### config.mk
export PLATFORM = sky130hd
export DESIGN_NAME = rv_multicycle_ctrl
export DESIGN_NICKNAME = d
export VERILOG_FILES = /design/src/rtl/rv_ctrl_pkg.sv /design/src/rtl/rv_alu_decoder.sv /design/src/rtl/rv_multicycle_ctrl.sv
export SDC_FILE = /design/constraint.sdc
export NUM_CORES = 1
export LEC_CHECK = 0
export BUFFER_PORTS_ARGS = -buffer_cell sky130_fd_sc_hd__buf_4
export CORE_ASPECT_RATIO = 0.9
export CORE_MARGIN = 3
export CORE_UTILIZATION = 30
export DETAILED_ROUTE_END_ITERATION = 10
export GPL_TIMING_DRIVEN = 0
export PLACE_DENSITY = 0.56
export SLEW_MARGIN = 10
export SYNTH_ARGS = -nofsm -noshare
export SYNTH_HDL_FRONTEND = slang
export SYNTH_SLANG_ARGS = --single-unit
### constraint.sdc
create_clock -name clk -period 2.9 [get_ports clk]
set_clock_uncertainty 0.15 [all_clocks]
set_input_delay 0.87 -clock clk [delete_from_list [all_inputs] [get_ports clk]]
set_output_delay 0.87 -clock clk [all_outputs]
set_load 0.03 [all_outputs]
### src/rtl/rv_ctrl_pkg.sv
// Shared encodings for the RV32I R-type multicycle controller: FSM states, ALU selects, trap causes.
package rv_ctrl_pkg;

    typedef enum logic [2:0] {
        ST_FETCH     = 3'd0,
        ST_DECODE    = 3'd1,
        ST_EXECUTE   = 3'd2,
        ST_WRITEBACK = 3'd3,
        ST_TRAP      = 3'd4
    } state_e;

    localparam logic [3:0] ALU_ADD  = 4'b0000;
    localparam logic [3:0] ALU_SUB  = 4'b0001;
    localparam logic [3:0] ALU_SLL  = 4'b0010;
    localparam logic [3:0] ALU_SRL  = 4'b0011;
    localparam logic [3:0] ALU_SRA  = 4'b0100;
    localparam logic [3:0] ALU_SLT  = 4'b0101;
    localparam logic [3:0] ALU_SLTU = 4'b0110;
    localparam logic [3:0] ALU_XOR  = 4'b0111;
    localparam logic [3:0] ALU_OR   = 4'b1000;
    localparam logic [3:0] ALU_AND  = 4'b1001;

    localparam logic [6:0] OPCODE_RTYPE = 7'b0110011;
    localparam logic [6:0] FUNCT7_BASE  = 7'b0000000;
    localparam logic [6:0] FUNCT7_ALT   = 7'b0100000;

    localparam logic [1:0] TRAP_NONE    = 2'b00;
    localparam logic [1:0] TRAP_ILLEGAL = 2'b01;
    localparam logic [1:0] TRAP_TIMEOUT = 2'b10;

endpackage

### src/rtl/rv_alu_decoder.sv
// R-type opcode/funct3/funct7 to 4-bit ALU select; purely combinational, zero latency.
// legal=0 for any non R-type opcode or unlisted funct7/funct3 pair.
module rv_alu_decoder
    import rv_ctrl_pkg::*;
(
    input  logic [6:0] opcode,
    input  logic [2:0] funct3,
    input  logic [6:0] funct7,
    output logic [3:0] aluControl,
    output logic       legal
);

    logic w_base;
    logic w_alt;

    assign w_base = (funct7 == FUNCT7_BASE);
    assign w_alt  = (funct7 == FUNCT7_ALT);

    always_comb begin
        aluControl = ALU_ADD;
        legal      = 1'b0;
        if (opcode == OPCODE_RTYPE) begin
            case (funct3)
                3'b000: begin
                    legal      = w_base | w_alt;
                    aluControl = w_alt ? ALU_SUB : ALU_ADD;
                end
                3'b001: begin
                    legal      = w_base;
                    aluControl = ALU_SLL;
                end
                3'b101: begin
                    legal      = w_base | w_alt;
                    aluControl = w_alt ? ALU_SRA : ALU_SRL;
                end
                3'b010: begin
                    legal      = w_base;
                    aluControl = ALU_SLT;
                end
                3'b011: begin
                    legal      = w_base;
                    aluControl = ALU_SLTU;
                end
                3'b100: begin
                    legal      = w_base;
                    aluControl = ALU_XOR;
                end
                3'b110: begin
                    legal      = w_base;
                    aluControl = ALU_OR;
                end
                3'b111: begin
                    legal      = w_base;
                    aluControl = ALU_AND;
                end
                default: begin
                    legal      = 1'b0;
                    aluControl = ALU_ADD;
                end
            endcase
        end
    end

endmodule

### src/rtl/rv_multicycle_ctrl.sv
// Multicycle FETCH/DECODE/EXECUTE/WRITEBACK sequencer for the R-type datapath; 4 cycles per instruction.
// Fetch stalls while imemValid is low, trapping after FETCH_TIMEOUT idle cycles; TRAP is absorbing.
module rv_multicycle_ctrl
    import rv_ctrl_pkg::*;
#(
    parameter int unsigned FETCH_TIMEOUT = 16,
    parameter int unsigned CNT_W         = 32
) (
    input  logic             clk,
    input  logic             reset,
    input  logic [31:0]      imemRdata,
    input  logic             imemValid,
    output logic             imemReq,
    output logic [31:0]      instrCode,
    output logic [3:0]       aluControl,
    output logic             regFileWe,
    output logic             pcEn,
    output logic             trap,
    output logic [1:0]       trapCause,
    output logic [CNT_W-1:0] retired
);

    localparam int unsigned      TO_W    = $clog2(FETCH_TIMEOUT + 1);
    localparam logic [TO_W-1:0]  TO_LAST = TO_W'(FETCH_TIMEOUT - 1);

    state_e           r_state;
    logic [31:0]      r_ir;
    logic [3:0]       r_alu;
    logic             r_we;
    logic             r_pc_en;
    logic             r_trap;
    logic [1:0]       r_cause;
    logic [CNT_W-1:0] r_retired;
    logic [TO_W-1:0]  r_to_cnt;

    logic [3:0]       w_alu;
    logic             w_legal;

    rv_alu_decoder u_dec (
        .opcode     (r_ir[6:0]),
        .funct3     (r_ir[14:12]),
        .funct7     (r_ir[31:25]),
        .aluControl (w_alu),
        .legal      (w_legal)
    );

    always_ff @(posedge clk or negedge reset) begin
        if (!reset) begin
            r_state   <= ST_FETCH;
            r_ir      <= '0;
            r_alu     <= ALU_ADD;
            r_we      <= 1'b0;
            r_pc_en   <= 1'b0;
            r_trap    <= 1'b0;
            r_cause   <= TRAP_NONE;
            r_retired <= '0;
            r_to_cnt  <= '0;
        end else begin
            case (r_state)
                ST_FETCH: begin
                    if (imemValid) begin
                        r_ir     <= imemRdata;
                        r_to_cnt <= '0;
                        r_state  <= ST_DECODE;
                    end else if (r_to_cnt == TO_LAST) begin
                        r_trap  <= 1'b1;
                        r_cause <= TRAP_TIMEOUT;
                        r_state <= ST_TRAP;
                    end else begin
                        r_to_cnt <= r_to_cnt + TO_W'(1);
                    end
                end
                ST_DECODE: begin
                    if (w_legal) begin
                        r_alu   <= w_alu;
                        r_state <= ST_EXECUTE;
                    end else begin
                        r_trap  <= 1'b1;
                        r_cause <= TRAP_ILLEGAL;
                        r_state <= ST_TRAP;
                    end
                end
                ST_EXECUTE: begin
                    // Writes to x0 are suppressed here so the datapath never sees them.
                    r_we    <= (r_ir[11:7] != 5'd0);
                    r_pc_en <= 1'b1;
                    r_state <= ST_WRITEBACK;
                end
                ST_WRITEBACK: begin
                    r_we      <= 1'b0;
                    r_pc_en   <= 1'b0;
                    r_retired <= r_retired + CNT_W'(1);
                    r_state   <= ST_FETCH;
                end
                ST_TRAP: begin
                    r_we    <= 1'b0;
                    r_pc_en <= 1'b0;
                end
                default: begin
                    r_state <= ST_TRAP;
                end
            endcase
        end
    end

    assign imemReq    = (r_state == ST_FETCH);
    assign instrCode  = r_ir;
    assign aluControl = r_alu;
    assign regFileWe  = r_we;
    assign pcEn       = r_pc_en;
    assign trap       = r_trap;
    assign trapCause  = r_cause;
    assign retired    = r_retired;

endmodule

==> impl_metrics.py, run 1 <==
metrics = {
    "worst_setup_path": {
        "start_kind": "flop",
        "slowest_stage": "dfrtp_1",
        "worstPathArrival_ns": 1.52,
        "crit_required_ns": 1.88,
        "reg2regPathDepth": 4,
        "r2r_start": "instrCode[26]",
        "end_kind": "output pin",
        "path_class": "reg -> out",
        "cp.buffers_inverters": 3,
        "path_depth": 4,
        "cpPeakStageDelay_ns": 0.41,
        "r2r_slack_ns": 0.78,
        "path_delay_family": "buffers and inverters",
        "worst-path-max-fanout": 10,
        "crit_chain": "or3_1 -> buf_2 -> inv_2 -> buf_4",
        "rr_endpoint": "aluControl[2]",
    },
    "detailed_routing": {
        "drt-total-wl_mm": 8.373,
        "final_antenna_net_count": 0,
        "drt_iter0_drc": 144,
        "drt-wirelength-per-cell_um": 14.31,
        "num_vias": 2720,
        "first_pass_iters": 4,
        "vias_per_cell": 4.650,
        "drc": 0,
    },
    "placement": {
        "dp_hpwl_mm": 6.130,
        "port_buffers": 108,
        "gp_congestion": 0.7379,
    },
    "global_route": {
        "first_global_vias": 2711,
        "grt_overflow_total": 0,
        "grt_usage_pct": 12.84,
        "grt_max_degree": 82,
        "antenna_found_initial": 0,
        "grt_pass1_wl_mm": 13.83,
    },
    "power": {
        "peakVddDrop_uv": 636.7,
        "p_leak_nw": 2.317,
        "swShare_pct": 34.68,
        "powerDensity_mw_per_mm2": 877.8,
        "switching_power_mw": 1.518,
        "p_clk_share_pct": 28.0,
        "p_comb_share_pct": 34.6,
        "p_seq_share_pct": 37.4,
        "internal_power_mw": 2.859,
    },
    "synthesis": {
        "synth-simple-area-share_pct": 16.63,
        "synth_xor_xnor_area_share_pct": 7.666,
        "ys_seq_area_share_pct": 55.44,
        "synthFlopType": "dfrtp_1",
        "synth_mux_area_share_pct": 11.33,
        "synth_area_leaders": "dfrtp_1 (55%), mux2_2 (11%), xnor2_1 (6.2%), nand4_1 (2.7%), nand2_1 (2.2%)",
        "synth_top_family_by_area": "simple AND/OR/NAND/NOR gates",
        "synth-seq-cells": 81,
        "synth_area_mm2": 0.003656,
        "avgSynthCellArea_um2": 11.99,
        "async_reset_ff_share_pct": 100.0,
        "syn_nets": 343,
        "synthAdderAreaFrac_pct": 1.027,
        "yosysTopAreaCell": "dfrtp_1",
        "synth_top_area_share_pct": 55.44,
        "ys_warn_count": 0,
        "synth-compound-area-share_pct": 4.997,
        "synthDistinctLibCells": 44,
        "synth_edf_count": 0,
        "synthCells": 305,
    },
    "clocking": {
        "h-tree-depth": 3,
        "cts_buffers": 9,
        "clockBufferDepth": 2,
        "cts_resized": 0,
        "cts_setup_buffers": 0,
        "cts_sinks": 81,
        "cts_hold_buffers": 0,
        "clk_transition_reported_paths_ns": 0.06,
        "clk_latency_ns": 0.33,
        "tritoncts": "yes",
        "root_buffer": "clkbuf_16",
    },
    "sta": {
        "hold_viol_final": 0,
        "setup_tns_ns": 0,
        "hold_slack_ns": 0.3224,
        "tightest_slew_ns": 1.030,
        "fin_crit_ns": 2.542,
        "post-route-period-util_pct": 87.66,
        "rsz0062_at_grt": "no",
        "slew_violations": 0,
        "final-setup-viol-count": 0,
        "max_slew_margin_pct": 31.33,
        "fmax_ghz": 0.3934,
    },
    "status": {
        "status": "completed",
    },
    "floorplanning": {
        "core.rowCount": 37,
        "fp.dieH_um": 110.7,
        "die_w_um": 122.4,
        "ioPinCount": 109,
        "core_mm2": 0.01167,
        "initial_utilization_pct": 31.34,
        "die_area_mm2": 0.01355,
    },
    "final_layout": {
        "fin_nets": 462,
        "syn_to_final_growth_pct": 36.38,
        "n_antenna_cell": 0,
        "drive_above_1_share_pct": 39.39,
    },
    "min_path": {
        "min_from": "retired[31]",
        "hold_depth": 1,
        "min_path_type": "reg -> reg",
        "whs_endpoint": "retired[31]",
    },
    "job": {
        "drv_cap": 0,
    },
}
[metrics by stage]
step	utilization (%)	cell area, um2	power [mW]	std cells	worst slack [ns]
2_1_floorplan	-	3656	2.584	305	0.8583
5_1_grt	42.74	4986	4.628	585	0.2806
3_5_place_dp	39.96	4662	3.193	569	0.6969
6_report	42.74	4986	4.377	585	0.3579
3_3_place_gp	39.96	4662	3.168	569	0.7036
4_1_cts	42.74	4986	4.443	585	0.3354
[state kept, by name (all words and copies together), names as in the netlist]
name / flops
aluControl: 4
trap: 1
pcEn: 1
r_state: 3
trapCause: 2
retired: 32
regFileWe: 1
r_to_cnt: 5
instrCode: 32
[worst register-to-register path: stages (launching register included)]
cell      delay, ns
dfrtp_1        0.42
nor4_4         0.45
nand4b_1       0.23
nor3_2         0.37
mux2_2         0.38
[cells in the final DEF, fill, tap and decap left out, types with 2 or more instances in the layout]
cell type | netlist | routed
clkbuf_1 | 4 | 7
a21o_1 | 2 | 2
nor3_1 | 5 | 5
and4_1 | 3 | 3
buf_2 | 4 | 4
nor2_1 | 15 | 15
ha_1 | 3 | 3
nand2b_1 | 3 | 3
a21oi_1 | 5 | 5
and3_1 | 6 | 6
buf_4 | 1 | 109
nand2_1 | 21 | 21
clkbuf_8 | 0 | 2
nand4b_1 | 4 | 4
xnor2_1 | 26 | 26
dfrtp_1 | 81 | 81
nand3_1 | 14 | 14
clkbuf_16 | 0 | 9
o21a_1 | 2 | 2
buf_6 | 3 | 3
mux2_2 | 35 | 35
nor2b_1 | 3 | 3
and2_1 | 3 | 3
o21ai_0 | 11 | 11
mux2i_1 | 2 | 2
bufinv_16 | 0 | 2
xor2_1 | 6 | 6
nor4_4 | 3 | 3
nand4_1 | 16 | 16
inv_1 | 7 | 7
[Yosys cell counts (3+ instances only)]
library cell	count
nand3_1	14
and4_1	3
ha_1	3
nand4b_1	4
nand2b_1	3
nor3_1	5
xor2_1	6
and2_1	3
nand4_1	16
nor2b_1	3
inv_1	7
a21oi_1	5
o21ai_0	11
dfrtp_1	81
and3_1	6
nor2_1	15
xnor2_1	26
nand2_1	21
mux2_2	35
buf_2	4
buf_6	3
clkbuf_1	4
nor4_4	3
[layer usage]
layer  up-vias  routed length [um]  GRT usage (%)
met4         0                 161          4.104
li1       1324                   -              -
met1      1318                3815          17.16
met3        12                 435          3.980
met5         -                   0              0
met2        66                3960          19.85
[power by group through the flow]
stage | registers, mW | clock network [mW] | logic (mW)
finish | 1.64 | 1.22 | 1.51
CTS | 1.64 | 1.26 | 1.54
floorplan | 2.10 | 0 | 0.483
global route | 1.69 | 1.31 | 1.63
global placement | 1.65 | 0 | 1.52
detailed placement | 1.66 | 0 | 1.54
[kinds of logic (layout without fill, tap and decap cells)]
kind of cell	after synthesis	in the layout
simple gates	103	103
flops	81	81
mux	37	37
xor+xnor	32	32
compound gates	29	29
buf+inv	20	144
fa+ha+maj	3	3
[worst max-delay path by stage]
stage               startpoint       to
floorplan           r_state[1]  imemReq
global placement    r_state[1]  imemReq
detailed placement  r_state[1]  imemReq
CTS                 r_state[1]  imemReq
global route        r_state[1]  imemReq
finish              r_state[1]  imemReq
[final cells by class]
type	instances	area, um2
Buffer	12	76.32
Sequential cell	81	2027
Clock inverter	2	60.06
Fill cell	1153	6680
Clock buffer	14	264.0
Timing Repair Buffer	108	810.8
Tap cell	156	195.2
Inverter	8	30.03
Multi-Input combinational cell	204	1523
Note: power is estimated with default switching activity, not from simulation.
==> run 2: changes to the inputs <==
- SYNTH_HIERARCHICAL: unset -> 1
==> impl_metrics.py, run 2 <==
metrics = {
    "floorplanning": {
        "core_mm2": 0.01167,
        "die_area_mm2": 0.01357,
        "ioPinCount": 109,
        "core.rowCount": 37,
        "initial_utilization_pct": 31.38,
        "die_w_um": 122.4,
        "fp.dieH_um": 110.8,
    },
    "power": {
        "p_comb_share_pct": 29.8,
        "switching_power_mw": 1.290,
        "swShare_pct": 32.69,
        "powerDensity_mw_per_mm2": 785.5,
        "p_clk_share_pct": 31.6,
        "p_seq_share_pct": 38.6,
        "peakVddDrop_uv": 579.9,
        "power_mw": 3.947,
        "p_leak_nw": 2.393,
        "internal_power_mw": 2.657,
    },
    "detailed_routing": {
        "vias_per_cell": 4.702,
        "drc": 0,
        "drt-total-wl_mm": 8.232,
        "final_antenna_net_count": 0,
        "drt-wirelength-per-cell_um": 14.34,
        "first_pass_iters": 4,
        "drt_iter0_drc": 151,
        "num_vias": 2699,
    },
    "placement": {
        "place_area_mm2": 0.004667,
        "dp_hpwl_mm": 5.885,
        "gp_congestion": 0.7857,
        "place_inst": 557,
        "port_buffers": 108,
        "pre_cts_ws_ns": -0.1357,
    },
    "worst_setup_path": {
        "slowest_stage": "or4_4",
        "end_kind": "flop",
        "worst-path-max-fanout": 5,
        "path_depth": 7,
        "crit_required_ns": 2.97,
        "reg2regPathDepth": 7,
        "crit_chain": "or4_4 -> or3_1 -> nor3_4 -> inv_2 -> nor4b_4 -> buf_4 -> mux2_2",
        "worstPathArrival_ns": 2.79,
        "cpPeakStageDelay_ns": 0.58,
        "path_delay_family": "simple AND/OR/NAND/NOR gates",
        "path_class": "reg -> reg",
        "cp.buffers_inverters": 2,
        "start_kind": "flop",
    },
    "clocking": {
        "cts_hold_buffers": 0,
        "clk_latency_ns": 0.33,
        "clk_transition_reported_paths_ns": 0.06,
        "clockBufferDepth": 2,
        "cts_buffers": 9,
        "root_buffer": "clkbuf_16",
        "h-tree-depth": 3,
        "cts_sinks": 81,
        "tritoncts": "yes",
    },
    "min_path": {
        "hold_depth": 1,
        "min_path_type": "reg -> reg",
    },
    "synthesis": {
        "ys_warn_count": 6,
        "yosys-top-cells-count": "dfrtp_1 (81), xnor2_1 (23), mux2_1 (20)",
        "synthDistinctLibCells": 44,
        "async_reset_ff_share_pct": 100.0,
        "synthCells": 293,
        "avgSynthCellArea_um2": 12.49,
        "syn_nets": 331,
        "synth_edf_count": 0,
        "yosysTopAreaCell": "dfrtp_1",
        "synth_top_area_share_pct": 55.37,
        "ys_seq_area_share_pct": 55.37,
        "synth.most_common_cell": "dfrtp_1",
        "synthFlopType": "dfrtp_1",
        "synth-seq-cells": 81,
        "synth_area_leaders": "dfrtp_1 (55%), mux2_1 (6.2%), xnor2_1 (5.5%), mux2_4 (4.1%), mux2_2 (2.2%)",
        "synth_area_mm2": 0.003661,
    },
    "status": {
        "status": "completed",
    },
    "sta": {
        "max_slew_margin_pct": 30.67,
        "final-setup-viol-count": 0,
        "hold_slack_ns": 0.3306,
        "tightest_slew_ns": 1.040,
        "hold_viol_final": 0,
        "fin_crit_ns": 2.722,
        "slew_violations": 0,
        "setup_ws_ns": 0.1783,
        "fmax_ghz": 0.3674,
        "setup_tns_ns": 0,
        "post-route-period-util_pct": 93.85,
    },
    "final_layout": {
        "syn_to_final_growth_pct": 37.25,
        "n_antenna_cell": 0,
        "seq_area_mm2": 0.002027,
        "fillers": 1135,
        "drive_above_1_share_pct": 37.56,
        "final_area_mm2": 0.005025,
        "fin_util_pct": 43.07,
        "multi_input_area_mm2": 0.001568,
        "mostFrequentLayoutCells": "buf_4 (111), dfrtp_1 (81), xnor2_1 (23)",
        "fin_nets": 451,
        "final_common_cell": "buf_4",
        "final_cells": 574,
    },
    "global_route": {
        "grt_overflow_total": 0,
        "grt_max_degree": 82,
        "antenna_found_initial": 0,
        "grt_usage_pct": 12.41,
        "first_global_vias": 2753,
        "grt_pass1_wl_mm": 13.58,
    },
    "job": {
        "drv_cap": 0,
    },
}
## run 2: cell types whose count changed in the layout (fill, tap and decap cells not counted), sizes merged, moves of 3 or more
| cell | delta |
|---|---|
| xnor2 | -3 |
| nand2 | -6 |
| nand3 | -4 |
| xor2 | +3 |
| inv | -3 |
| a21oi | +5 |
| and3 | +4 |
| nand4 | -6 |
## run 2: layout make-up
| cell class | count | area share, % |
|---|---|---|
| inverters | 5 | 0.3735 |
| clock buffers | 11 | 5.030 |
| well taps | 156 | 3.884 |
| multi-input cells | 197 | 31.20 |
| repair buffers | 109 | 16.28 |
| plain buffers | 10 | 1.345 |
| clock inverters | 5 | 1.544 |
| flip-flops and latches | 81 | 40.34 |
## run 2: power by group through the flow
stage | clock network [mW] | logic [mW] | registers [mW]
after detailed placement | 0 | 1.18 | 1.54
after CTS | 1.29 | 1.19 | 1.53
final | 1.25 | 1.18 | 1.52
after global routing | 1.33 | 1.26 | 1.56
after global placement | 0 | 1.17 | 1.53
after floorplan | 0 | 0.369 | 1.88
## run 2: layer usage
metal / GRT usage (%) / share of wire, %
met5: 0 / 0
met1: 15.98 / 45
met4: 3.582 / 1.3
met3: 5.459 / 8.8
met2: 18.86 / 45
## run 2: cells by family after synthesis
kind of cell	count (synthesis)	share of synthesized area [%]
buffers and inverters	15	2.358
AND/OR/NAND/NOR	92	15.65
adder cells (fa/ha/maj)	3	1.025
XOR/XNOR	32	7.656
flip-flops	81	55.37
multiplexers	38	12.68
AO/OA/AOI/OAI	32	5.263
## run 2: worst register-to-register path, stage by stage (launching register included)
cell	delay (ns)
dfrtp_1	0.40
or4_4	0.58
or3_1	0.37
nor3_4	0.26
inv_2	0.10
nor4b_4	0.25
buf_4	0.18
mux2_2	0.33
## run 2: final timing paths
| path | start | to | slack (ns) |
|---|---|---|---|
| max in group asynchronous | reset | instrCode[8] | 1.36 |
| worst max-delay path | instrCode[26] | aluControl[1] | 0.18 |
| worst min register to register | retired[31] | retired[31] | 0.33 |
| min in group asynchronous | reset | retired[6] | 0.56 |
| worst max register to register | instrCode[26] | aluControl[1] | 0.18 |
| worst min-delay path | retired[31] | retired[31] | 0.33 |
## run 2: repair_timing
action                                  4_1_cts  5_1_grt
endpoints found under the setup margin        4        4
buffers inserted                              1        0
gates resized for setup                       1        3
pin swaps                                     1        0
==> run 3: changes to the inputs <==
- CORE_UTILIZATION: 30 -> 26
- PLACE_DENSITY: 0.56 -> 0.51
==> impl_metrics.py, run 3 (synthesis results as in run 2) <==
metrics = {
    "final_layout": {
        "fin_util_pct": 37.33,
        "n_antenna_cell": 0,
        "fillers": 1348,
        "drive_above_1_share_pct": 37.08,
        "final_common_cell": "buf_4",
        "fin_nets": 451,
        "mostFrequentLayoutCells": "buf_4 (111), dfrtp_1 (81), xnor2_1 (23)",
        "syn_to_final_growth_pct": 38.31,
    },
    "worst_setup_path": {
        "rr_endpoint": "aluControl[2]",
        "slowest_stage": "or4_4",
        "start_kind": "flop",
        "r2r_start": "instrCode[26]",
        "r2r_slack_ns": 0.14,
        "crit_chain": "or4_4 -> or3_1 -> nor3_4 -> inv_1 -> nor4b_4 -> buf_4 -> mux2_2",
        "cp.buffers_inverters": 2,
        "path_depth": 7,
        "cpPeakStageDelay_ns": 0.57,
        "path_delay_family": "simple AND/OR/NAND/NOR gates",
        "path_class": "reg -> reg",
        "worstPathArrival_ns": 2.83,
        "crit_required_ns": 2.97,
        "end_kind": "flop",
        "worst-path-max-fanout": 5,
        "reg2regPathDepth": 7,
    },
    "min_path": {
        "hold_depth": 1,
        "whs_endpoint": "retired[31]",
        "min_from": "retired[31]",
        "min_path_type": "reg -> reg",
    },
    "clocking": {
        "root_buffer": "clkbuf_16",
        "clk_transition_reported_paths_ns": 0.06,
        "cts_hold_buffers": 0,
        "clockBufferDepth": 2,
        "h-tree-depth": 3,
        "tritoncts": "yes",
        "cts_sinks": 81,
        "cts_buffers": 9,
        "clk_latency_ns": 0.33,
    },
    "floorplanning": {
        "core.rowCount": 40,
        "initial_utilization_pct": 26.99,
        "die_w_um": 131.1,
        "die_area_mm2": 0.01554,
        "core_mm2": 0.01356,
        "fp.dieH_um": 118.6,
        "ioPinCount": 109,
    },
    "detailed_routing": {
        "first_pass_iters": 4,
        "drt-total-wl_mm": 8.758,
        "final_antenna_net_count": 0,
        "drt-wirelength-per-cell_um": 14.43,
        "vias_per_cell": 4.473,
        "num_vias": 2715,
        "drt_iter0_drc": 98,
        "drc": 0,
    },
    "placement": {
        "dp_hpwl_mm": 6.297,
        "pre_cts_ws_ns": -0.2456,
        "port_buffers": 108,
        "gp_congestion": 0.7213,
    },
    "job": {
        "drv_cap": 0,
    },
    "global_route": {
        "grt_pass1_wl_mm": 14.06,
        "grt_max_degree": 82,
        "antenna_found_initial": 0,
        "grt_usage_pct": 11.55,
        "grt_overflow_total": 0,
        "first_global_vias": 2730,
    },
    "sta": {
        "tightest_slew_ns": 1.042,
        "max_slew_margin_pct": 30.51,
        "setup_ws_ns": 0.1388,
        "fmax_ghz": 0.3622,
        "rsz0062_at_grt": "no",
        "slew_violations": 0,
        "hold_viol_final": 0,
        "post-route-period-util_pct": 95.21,
        "final-setup-viol-count": 0,
        "fin_crit_ns": 2.761,
    },
    "power": {
        "powerDensity_mw_per_mm2": 776.1,
        "peakVddDrop_uv": 438.0,
        "p_leak_nw": 2.393,
    },
    "status": {
        "status": "completed",
    },
}
-- run 3: cell count changes in the layout (fill, tap and decap cells not counted), sizes merged --
cell and delta:
clkinv -2, clkinvlp -1, clkbuf +4, bufinv -1
-- run 3: timing repair --
item / CTS / global route
resized for setup: 2 / 1
gates cloned: 0 / 0
buffers inserted: 0 / 1
pin swaps: 0 / 1
endpoints found under the setup margin: 5 / 4
-- run 3: worst max path at each step --
stage | from | endpoint | slack, ns
floorplan | instrCode[26] | aluControl[0] | 0.07
global placement | instrCode[26] | aluControl[0] | -0.25
detailed placement | instrCode[26] | aluControl[2] | -0.25
CTS | instrCode[26] | aluControl[2] | 0.05
global route | instrCode[26] | aluControl[2] | 0.004
finish | instrCode[26] | aluControl[2] | 0.14
-- run 3: layout make-up --
class                           instances  area, um2  share of cell area [%]
Sequential cell                        81       2027                   40.03
Inverter                                5      18.77                  0.3706
Clock inverter                          1      30.03                  0.5930
Clock buffer                           15      297.8                   5.881
Multi-Input combinational cell        197       1568                   30.96
Buffer                                 10      67.56                   1.334
Tap cell                              189      236.5                   4.670
Timing Repair Buffer                  109      818.3                   16.16
-- run 3: per-stage QoR --
step / power (mW) / TNS (ns) / instances / cell area [um2] / hold slack [ns]
after floorplan: 2.251 / 0 / 293 / 3661 / 0.3342
after global placement: 2.715 / -1.015 / 590 / 4708 / 0.3139
after detailed placement: 2.736 / -0.9781 / 590 / 4708 / 0.3176
after CTS: 3.992 / 0 / 606 / 5050 / 0.3322
after global routing: 4.136 / 0 / 607 / 5064 / 0.3403
final: 3.930 / 0 / 607 / 5064 / 0.3318
-- run 3: where the power goes --
group	total (mW)	internal (mW)	switching, mW
Combinational	1.18	0.516	0.663
Sequential	1.53	1.34	0.188
Clock	1.22	0.785	0.435
-- run 3: per-layer routing --
metal | vias up | track usage (%) | wire (um)
met1 | 1325 | 15.03 | 3957
met3 | 8 | 5.513 | 751
li1 | 1302 | - | -
met5 | - | 0 | 0
met4 | 0 | 3.535 | 110
met2 | 80 | 16.91 | 3939
